[src/rtl/ram_arb_pkg.sv]
// Shared types and default widths for the ram01 port arbiter.
package ram_arb_pkg;

   typedef enum logic {
      OWN_CPU = 1'b0,
      OWN_LD  = 1'b1
   } owner_t;

   localparam int AW_DEF   = 12;
   localparam int DW_DEF   = 16;
   localparam int STARVE_W = 4;

endpackage

[src/rtl/arb_starve_cnt.sv]
// Saturating count of consecutive cycles the loader has been denied.
module arb_starve_cnt
   import ram_arb_pkg::*;
#(
   parameter int LIMIT = 4
) (
   input  logic                clk,
   input  logic                rst,
   input  logic                inc,
   input  logic                clr,
   output logic [STARVE_W-1:0] cnt,
   output logic                at_limit
);

   localparam logic [STARVE_W-1:0] LIMIT_V = STARVE_W'(LIMIT);

   logic [STARVE_W-1:0] cnt_q;
   logic [STARVE_W-1:0] cnt_d;

   always_comb begin
      cnt_d = cnt_q;
      if (clr) begin
         cnt_d = '0;
      end else if (inc && (cnt_q != LIMIT_V)) begin
         cnt_d = cnt_q + 1'b1;
      end
   end

   always_ff @(posedge clk or negedge rst) begin
      if (!rst) begin
         cnt_q <= '0;
      end else begin
         cnt_q <= cnt_d;
      end
   end

   assign cnt      = cnt_q;
   assign at_limit = (cnt_q == LIMIT_V);

endmodule

[src/rtl/ram_port_arbiter.sv]
// Shares single-port ram01 between the CPU (fixed priority) and the loader,
// with a starvation counter guaranteeing the loader a slot.
module ram_port_arbiter
   import ram_arb_pkg::*;
#(
   parameter int AW           = AW_DEF,
   parameter int DW           = DW_DEF,
   parameter int STARVE_LIMIT = 4
) (
   input  logic          clk,
   input  logic          rst,
   input  logic          cpu_req,
   input  logic          cpu_we,
   input  logic [AW-1:0] cpu_addr,
   input  logic [DW-1:0] cpu_wdata,
   output logic          cpu_gnt,
   output logic          cpu_rvalid,
   output logic [DW-1:0] cpu_rdata,
   input  logic          ld_req,
   input  logic          ld_we,
   input  logic [AW-1:0] ld_addr,
   input  logic [DW-1:0] ld_wdata,
   output logic          ld_gnt,
   output logic          ld_rvalid,
   output logic [DW-1:0] ld_rdata,
   output logic          ram_wren,
   output logic [AW-1:0] ram_address,
   output logic [DW-1:0] ram_data,
   input  logic [DW-1:0] ram_q,
   output logic          cpu_stall
);

   logic                at_limit;
   logic [STARVE_W-1:0] starve_cnt;
   logic                cpu_win;
   logic                ld_win;
   logic                rsp_valid_q;
   logic                rsp_valid_d;
   owner_t              rsp_owner_q;
   owner_t              rsp_owner_d;

   arb_starve_cnt #(
      .LIMIT (STARVE_LIMIT)
   ) u_starve (
      .clk      (clk),
      .rst      (rst),
      .inc      (1'b1),
      .clr      (ld_gnt | ~ld_req),
      .cnt      (starve_cnt),
      .at_limit (at_limit)
   );

   // Grants are forced low while reset is asserted, which also parks the RAM mux.
   always_comb begin
      cpu_win   = cpu_req & (~ld_req | ~at_limit);
      ld_win    = ld_req & (~cpu_req | at_limit);
      cpu_gnt   = cpu_win & rst;
      ld_gnt    = ld_win & rst;
      cpu_stall = cpu_req & ~cpu_gnt;
   end

   always_comb begin
      ram_wren    = 1'b0;
      ram_address = '0;
      ram_data    = '0;
      if (cpu_gnt) begin
         ram_wren    = cpu_we;
         ram_address = cpu_addr;
         ram_data    = cpu_wdata;
      end else if (ld_gnt) begin
         ram_wren    = ld_we;
         ram_address = ld_addr;
         ram_data    = ld_wdata;
      end
   end

   // ram01 returns q one cycle after the address, so one response slot suffices.
   always_comb begin
      rsp_valid_d = (cpu_gnt & ~cpu_we) | (ld_gnt & ~ld_we);
      rsp_owner_d = rsp_owner_q;
      if (cpu_gnt && !cpu_we) begin
         rsp_owner_d = OWN_CPU;
      end else if (ld_gnt && !ld_we) begin
         rsp_owner_d = OWN_LD;
      end
   end

   always_ff @(posedge clk or negedge rst) begin
      if (!rst) begin
         rsp_valid_q <= 1'b0;
         rsp_owner_q <= OWN_CPU;
      end else begin
         rsp_valid_q <= rsp_valid_d;
         rsp_owner_q <= rsp_owner_d;
      end
   end

   assign cpu_rvalid = rst & rsp_valid_q & (rsp_owner_q == OWN_CPU);
   assign ld_rvalid  = rst & rsp_valid_q & (rsp_owner_q == OWN_LD);
   assign cpu_rdata  = ram_q;
   assign ld_rdata   = ram_q;

endmodule

[config.mk]
export PLATFORM = sky130hd
export DESIGN_NAME = ram_port_arbiter
export DESIGN_NICKNAME = d
export VERILOG_FILES = /design/src/rtl/ram_arb_pkg.sv /design/src/rtl/arb_starve_cnt.sv /design/src/rtl/ram_port_arbiter.sv
export SDC_FILE = /design/constraint.sdc
export NUM_CORES = 1
export LEC_CHECK = 0
export CAP_MARGIN = 40
export CORE_ASPECT_RATIO = 1.25
export CORE_MARGIN = 1.5
export CORE_UTILIZATION = 25
export DETAILED_ROUTE_END_ITERATION = 7
export GPL_ROUTABILITY_DRIVEN = 1
export PLACE_DENSITY = 0.88
export REMOVE_ABC_BUFFERS = 1
export SYNTH_ARGS = -nofsm -noshare
export SYNTH_HDL_FRONTEND = slang
export SYNTH_HIERARCHICAL = 1
export SYNTH_SLANG_ARGS = --single-unit
[constraint.sdc]
create_clock -name clk -period 4.3 [get_ports clk]
set_input_delay 1.29 -clock clk [delete_from_list [all_inputs] [get_ports clk]]
set_output_delay 1.29 -clock clk [all_outputs]
set_load 0.005 [all_outputs]
* After elaboration in Yosys (flattened, before gate mapping)
Index checks and enable logic that the tools add are counted.
Operators by class: $add $sub $neg 1, eq/ne operators 2, mux-type cells 10, bitwise logic cells 21, reductions and logical operators 6
Operators with widths (number):
- 16-bit two-way mux | 2
- 12-bit two-way mux | 2
- 1-bit bitwise AND | 10
- 4-bit two-way mux | 2
- 1-bit NOT | 7
- 4-bit by 1-bit adder with 4-bit output (second input constant) | 1
- 4-bit by 3-bit == test with 1-bit output (second input constant) | 1
- 1-bit two-way mux | 4
- 4-bit by 3-bit inequality test with 1-bit output (second input constant) | 1
- 1-bit bitwise OR | 4
- 2-bit nonzero test | 2
- 1-bit logical AND | 2
- 1-bit zero test | 2
Word-level totals: flip-flop bits (word level) 6, input port bits 78, logic and storage cells 43

* Depth between registers and ports, before layout
Gate-level depths: netlist (run 1).
depth after elaboration 7, depth in mapped cells 9, mapped depth without buffers 8

* Cells and area by module
Netlist (run 1), hierarchy kept.
Modules (own cells, without submodules):
- ram_port_arbiter | times used 1, cells each 85, area each 688.2 µm², sequential area each 50.0 µm²
- arb_starve_cnt | times used 1, cells each 24, area each 234.0 µm², sequential area each 100.1 µm²

* Worst setup path before layout (run 1)
OpenSTA, ideal clock, no wires.
path type input to output, from input rst, to output ram_address[0], data arrival time 1.920 ns, required time 3.010 ns, slack 1.090 ns, cell stages on the path 5, path buffers 1, path through a21boi_2 > nand2_2 > inv_2 > buf_6 > a22o_1
On the way: elaborated cells between the ends (all ways) 4, classes of those cells mux (2); bitwise (2)
RTL lines:
- start: declaration | line ram_port_arbiter.sv:11 | input logic rst,
- 1-bit bitwise AND | line ram_port_arbiter.sv:57 | cpu_gnt = cpu_win & rst;
- named net cpu_gnt | line ram_port_arbiter.sv:16 | output logic cpu_gnt,
- 12-bit two-way mux | line ram_port_arbiter.sv:66 | if (cpu_gnt) begin
- end: declaration | line ram_port_arbiter.sv:27 | output logic [AW-1:0] ram_address,
The timed path passes the listed nets, and every way through them passes these cells.

* Worst setup path after layout (run 1)
from input cpu_req, to output ram_data[5]
On the way: longest elaborated chain between the ends 6, elaborated cells between the ends (all ways) 8, classes of those cells mux (2); bitwise (6)
RTL lines:
- start: declaration | line ram_port_arbiter.sv:12 | input logic cpu_req,
- 1-bit NOT | line ram_port_arbiter.sv:56 | ld_win = ld_req & (~cpu_req | at_limit);
- 1-bit bitwise OR | line ram_port_arbiter.sv:56
- 1-bit bitwise AND | line ram_port_arbiter.sv:56
- 1-bit bitwise AND | line ram_port_arbiter.sv:58 | ld_gnt = ld_win & rst;
- 16-bit two-way mux | line ram_port_arbiter.sv:70 | end else if (ld_gnt) begin
- 16-bit two-way mux (*) | line ram_port_arbiter.sv:66
- end: declaration | line ram_port_arbiter.sv:28 | output logic [DW-1:0] ram_data,
Every way passes the cells marked *; elsewhere a longest branch is shown, timed or not.

==> key figures, run 1 <==
Outcome
  • Outcome: complete, no violations

Yosys
  • Seq/Total Area, Yosys: 0.163
  • Cells after synthesis: 109
  • Mux contribution to synthesized area: 0
  • Synthesized flop and latch total: 6
  • Post-synthesis compound-gate area fraction: 0.362
  • Top post-synthesis cells by area: a22o_1 (28%), buf_4 (27%), dfrtp_1 (16%)
  • Area leader, netlist: a22o_1
  • Largest family of logic cells by synthesized area: compound AO/OA/AOI/OAI gates
  • Post-Syn Area: 922 um2
  • Top-area cell type share of the netlist area: 0.275
  • Simple-Gate Fraction of Synth Area: 0.103
  • Synth Area in XOR/XNOR: 0
  • Avg Cell Area, Syn: between 8 and 9 um2
  • Library cells used by synthesis: 26
  • Adder-Cell Fraction of Synth Area: 0.0271
  • Ys Warns: 6

Clock network
  • Clock buffer count from CTS: 3
  • Clk Latency, worst-skew pair: 0.23 ns
  • H-tree depth: 1
  • Root buffer cell: clkbuf_8
  • Reg clk slew, reported paths: 0.04 ns
  • Post-CTS Repair Setup Buffers: 0
  • CTS tree: built
  • Clk buf depth: 2
  • Clk sinks: 6

STA
  • Endpoints failing setup: 0
  • Fmax achieved: 237 MHz
  • Pins over their slew limit: 0
  • Tcrit/Tclk final: 0.981
  • Final hold violation count: 0
  • RSZ-0062 raised after global routing: no
  • Period minus WS final: 4.22 ns
  • Skew final: 0.00147 ns

Floorplanning
  • FP Rows: 24
  • Die width: 57.3 um
  • Die height: 70.9 um
  • # IOs: 144
  • Initial Utilization: 0.262
  • Total die area: ~0.0041 mm2
  • Core Region: 0.00351 mm2

Setup path
  • Buffers and inverters on the worst path: 3
  • CP peak stage delay: 0.51 ns
  • Startpoint Class: primary input
  • Crit. End Element: output pin
  • Critical path class: primary input to output pin
  • Worst-path maximum fanout: 15
  • Crit-path slowest cell: clkdlybuf4s50_1
  • WP data required: between 3 and 4 ns
  • Worst-path cell chain: clkdlybuf4s50_1 -> a21oi_4 -> clkbuf_16 -> a22o_1 -> clkdlybuf4s50_1
  • Cell mode on critical path: clkdlybuf4s50_1
  • Delay-heaviest family, CP: buffers and inverters
  • Worst EP arrival: ~2.9 ns

Route
  • Residual DRC: 0
  • DR WL/cell: 17.9 um
  • Iteration-0 DRC Markers: 36
  • WL final: between 3000 and 4000 um
  • Antenna-violating nets left: 0
  • Via count: 1107
  • Routed vias/inst: around 5.1
  • TritonRoute pass-1 iters: 4

Power and ir drop
  • Sw Share: 0.245
  • Net switching power: 71.8 uW
  • Peak supply drop: ~0.13 mV
  • Reg power frac: 0.212
  • Proportion of power drawn by the clock network: 0.291
  • Pwr/cell area: 164 mW/mm2
  • Comb power frac: 0.496
  • Leak: 0.773 nW
  • Internal power: 221 uW

Global route
  • Pin count of the biggest net entering global routing: 32
  • Initial antenna violation count: 0
  • Global-route wire length before repair: between 5000 and 6000 um
  • Grt ovf: 0
  • Total track usage: 0.179
  • Number of global-route vias before repair: 1122

Layout
  • Ant. Diodes: 0
  • Fin area: 0.00179 mm2
  • Util after Layout: 0.509
  • Post-route insts no fill: 219
  • Fin nets: 262
  • Fraction of layout cells with a size suffix above 1: 0.0889
  • Synth-to-Final Area Change: 93.8%

Hold path
  • Hold WC Path Type: register to register

Place
  • Dpl hpwl: 3060 um
  • Cells after DPL: 215
  • RePlAce Congestion: 0.761
  • Port-buffer cells: 95
  • Dpl cell area: 0.00171 mm2

Run
  • Max cap viols: 0
[layer usage]
layer,routed length [um],up-vias,GRT usage
met2,1840,103,0.261
met1,1540,503,0.226
met3,501,3,0.0859
met4,28,0,0.0620
li1,-,498,-
met5,0,-,0.0519
[layout by cell type, fill, tap and decap left out, types with 4 or more instances in the layout]
master,n
a21oi_1,4
a22o_1,29
clkdlybuf4s50_1,87
dfrtp_1,6
dlygate4sd2_1,6
conb_1,7
inv_1,4
[state kept, by name, summed over array words and instances, names as in the netlist]
register and cells:
rsp_valid_q 1, rsp_owner_q 1, u_starve/cnt 4
[worst min-delay path, delay by kind of cell, from the launching register on]
kind | cells | cell delay (ns)
DFF | 1 | 0.36
AOI/OAI and AO/OA | 1 | 0.06
buffers and inverters | 1 | 0.08
[power groups by stage]
stage               combinational [mW]  clock [mW]  sequential, mW
finish                           0.145      0.0853          0.0622
global route                     0.156      0.0914          0.0625
CTS                              0.142      0.0862          0.0622
detailed placement               0.144           0          0.0628
global placement                 0.143           0          0.0627
floorplan                       0.0363           0          0.0625
[cells in the mapped netlist (all sizes together)]
cell type,n
o21ai,1
nand3,3
nand3b,1
dfrtp,6
buf,38
a21oi,5
nor2,3
nand2b,1
a21boi,1
or3,1
a21o,2
inv,6
ha,2
nand2,4
nand4,1
conb,1
a2bb2oi,1
a22o,29
nor3,1
and2b,1
a211o,1
[timing repair]
item | 4_1_cts | 5_1_grt
cloned | 0 | 1
pin swaps | 1 | 0
resized for setup | 6 | 4
endpoints found under the setup margin | 6 | 23
hold buffers | 0 | 0
[cell type report]
class | instances | area, um2
Fill cell | 321 | 1730
Tap cell | 39 | 48.8
Multi-Input combinational cell | 65 | 495
Timing Repair Buffer | 100 | 1030
Inverter | 6 | 22.5
Clock buffer | 3 | 41.3
Sequential cell | 6 | 150
[worst paths after layout]
| check | start | end | slack [ns] | cells after the start |
|---|---|---|---|---|
| min in group asynchronous | rst | rsp_valid_q | 1.05 | 2 |
| min | rsp_owner_q | rsp_owner_q | 0.55 | 2 |
| max | cpu_req | ram_data[5] | 0.08 | 5 |
| max in group asynchronous | rst | u_starve/cnt[2] | 3.13 | 2 |
| min reg2reg | rsp_owner_q | rsp_owner_q | 0.55 | 2 |
| max reg2reg | u_starve/cnt[0] | u_starve/cnt[2] | 2.41 | 9 |
[cell families after synthesis]
kind of cell	count (synthesis)
AO/OA/AOI/OAI	40
adder cells (fa/ha/maj)	2
buffers and inverters	44
flip-flops	6
other	1
AND/OR/NAND/NOR	16
[through the flow]
stage	hold slack (ns)	setup slack, ns	power [mW]	setup TNS (ns)
global placement	0.528	0.00830	0.205	0
floorplan	0.508	0.734	0.0988	0
global route	0.589	0.0132	0.310	0
CTS	0.541	0.00665	0.291	0
finish	0.545	0.0833	0.293	0
detailed placement	0.534	-0.00763	0.207	-0.00763
No activity file was read; power rests on OpenSTA's default activity.
==> run 2: changes to the inputs <==
CORE_ASPECT_RATIO = default   (was 1.25)
==> key figures, run 2 (same netlist as run 1, synthesis figures left out) <==
Run
  • Max cap viols: 0

Route
  • TritonRoute pass-1 iters: 4
  • Iteration-0 DRC Markers: 28
  • Residual DRC: 0
  • WL final: 3780 um
  • Via count: 1053
  • Routed vias/inst: 4.64
  • DR WL/cell: 16.7 um
  • Antenna-violating nets left: 0

Floorplanning
  • Initial Utilization: 0.268
  • Die height: roughly 64 um
  • Core Region: 0.00344 mm2
  • # IOs: 144
  • Die width: 63.7 um
  • FP Rows: 21
  • Total die area: 0.00406 mm2

Layout
  • Most common cell after layout, fill and taps aside: clkdlybuf4s50_1
  • Ant. Diodes: 0
  • Synth-to-Final Area Change: 96.6%
  • Max reg flops: 4
  • Fraction of layout cells with a size suffix above 1: 0.0939
  • Fin nets: ~260
  • Post-route insts no fill: approximately 230
  • Commonest cells after routing, fill and taps aside: clkdlybuf4s50_1 (92), a22o_1 (29), conb_1 (7), dfrtp_1 (6)

Setup path
  • Startpoint Class: primary input
  • Worst EP arrival: 2.92 ns
  • WP data required: 3.01 ns
  • Worst r2r src: u_starve/cnt[0]
  • Reg2Reg Depth: 8
  • Critical path class: primary input to output pin
  • Reg2Reg Capture Point: u_starve/cnt[2]
  • Setup crit start: cpu_req
  • Worst-path maximum fanout: 8
  • Reg-to-reg slack, setup: about 2.6 ns
  • Crit. End Element: output pin

STA
  • Period minus WS final: around 4.2 ns
  • Skew final: 0.000427 ns
  • Pins over their slew limit: 0
  • Fmax achieved: around 240 MHz
  • RSZ-0062 raised after global routing: no
  • Fin Setup TNS: 0 ns
  • Endpoints failing setup: 0
  • Tcrit/Tclk final: 0.979
  • Final hold violation count: 0

Clock network
  • CTS tree: built
  • Cts hold-fix bufs: 0
  • Clk Latency, worst-skew pair: about 0.22 ns
  • Reg clk slew, reported paths: 0.03 ns
  • Clk sinks: 6
  • Clock buffer count from CTS: 3
  • Clk buf depth: 2
  • Root buffer cell: clkbuf_8
  • H-tree depth: 1

Place
  • RePlAce Congestion: 0.733
  • Cells after DPL: 222
  • Port-buffer cells: 95
  • Dpl hpwl: 3010 um

Hold path
  • Hold Path Origin: rsp_owner_q
  • Hold WC Path Type: register to register
  • WHS Endpoint: rsp_owner_q
  • WHS Path Cells: 2

Global route
  • Total track usage: 0.172
  • Pin count of the biggest net entering global routing: 31
  • Initial antenna violation count: 0
  • Global-route wire length before repair: 5250 um
  • Number of global-route vias before repair: 1035
  • Grt ovf: 0

Power and ir drop
  • Peak supply drop: approximately 0.089 mV
  • Pwr/cell area: 161 mW/mm2
  • Leak: 0.761 nW

Outcome
  • Outcome: complete, no violations
-- run 2: cell count changes in the layout (fill, tap and decap cells not counted) --
cell	before	now
dlygate4sd2_1	6	1
clkdlybuf4s50_1	87	92
buf_6	0	1
-- run 2: final cells by class --
| class | count | area (um2) |
|---|---|---|
| fillers | 318 | 1630 |
| repair buffers | 101 | 1050 |
| multi-input cells | 65 | 495 |
| flip-flops and latches | 6 | 150 |
| well taps | 46 | 57.6 |
| clock buffers | 3 | 41.3 |
| inverters | 6 | 22.5 |
-- run 2: worst max path at each step --
stage | endpoint | slack, ns | cells after the start
2_1_floorplan | ram_address[0] | 0.73 | 3
3_3_place_gp | ram_data[2] | 0.03 | 7
3_5_place_dp | ram_address[0] | 0.004 | 7
4_1_cts | ram_address[11] | 0.004 | 7
5_1_grt | ram_address[11] | 0.02 | 5
6_report | ram_address[2] | 0.09 | 5
-- run 2: timing repair --
action | 4_1_cts | 5_1_grt
endpoints found under the setup margin | 1 | 28
pin swaps | 0 | 0
resized for setup | 1 | 4
cloned | 0 | 2
buffers inserted | 0 | 0
-- run 2: power by group --
part / internal, mW / switching [mW]
Clock: 0.0600 / 0.0228
Sequential: 0.0602 / 0.00185
Combinational: 0.103 / 0.0434
Total: 0.223 / 0.0680
-- run 2: metrics by stage --
stage	hold slack [ns]	power [mW]	util	setup slack [ns]	area [um2]
floorplan	0.508	0.0988	-	0.734	653
detailed placement	0.542	0.205	0.499	0.00383	1720
global placement	0.522	0.204	0.499	0.0339	1720
global route	0.565	0.308	0.527	0.0221	1810
CTS	0.552	0.290	0.510	0.00369	1760
finish	0.553	0.291	0.527	0.0898	1810
-- run 2: metal layers --
metal | up-vias | share of wire | GRT usage
li1 | 501 | - | -
met1 | 476 | 0.40 | 0.202
met2 | 72 | 0.49 | 0.270
met3 | 4 | 0.10 | 0.0757
met4 | 0 | 0.015 | 0.0734
met5 | - | 0 | 0.0278
-- run 2: worst max-delay path, cell delays in order --
cell and delay [ns]:
clkdlybuf4s50_1 0.50, a21oi_4 0.29, clkbuf_16 0.20, a22o_1 0.12
clkdlybuf4s50_1 0.50
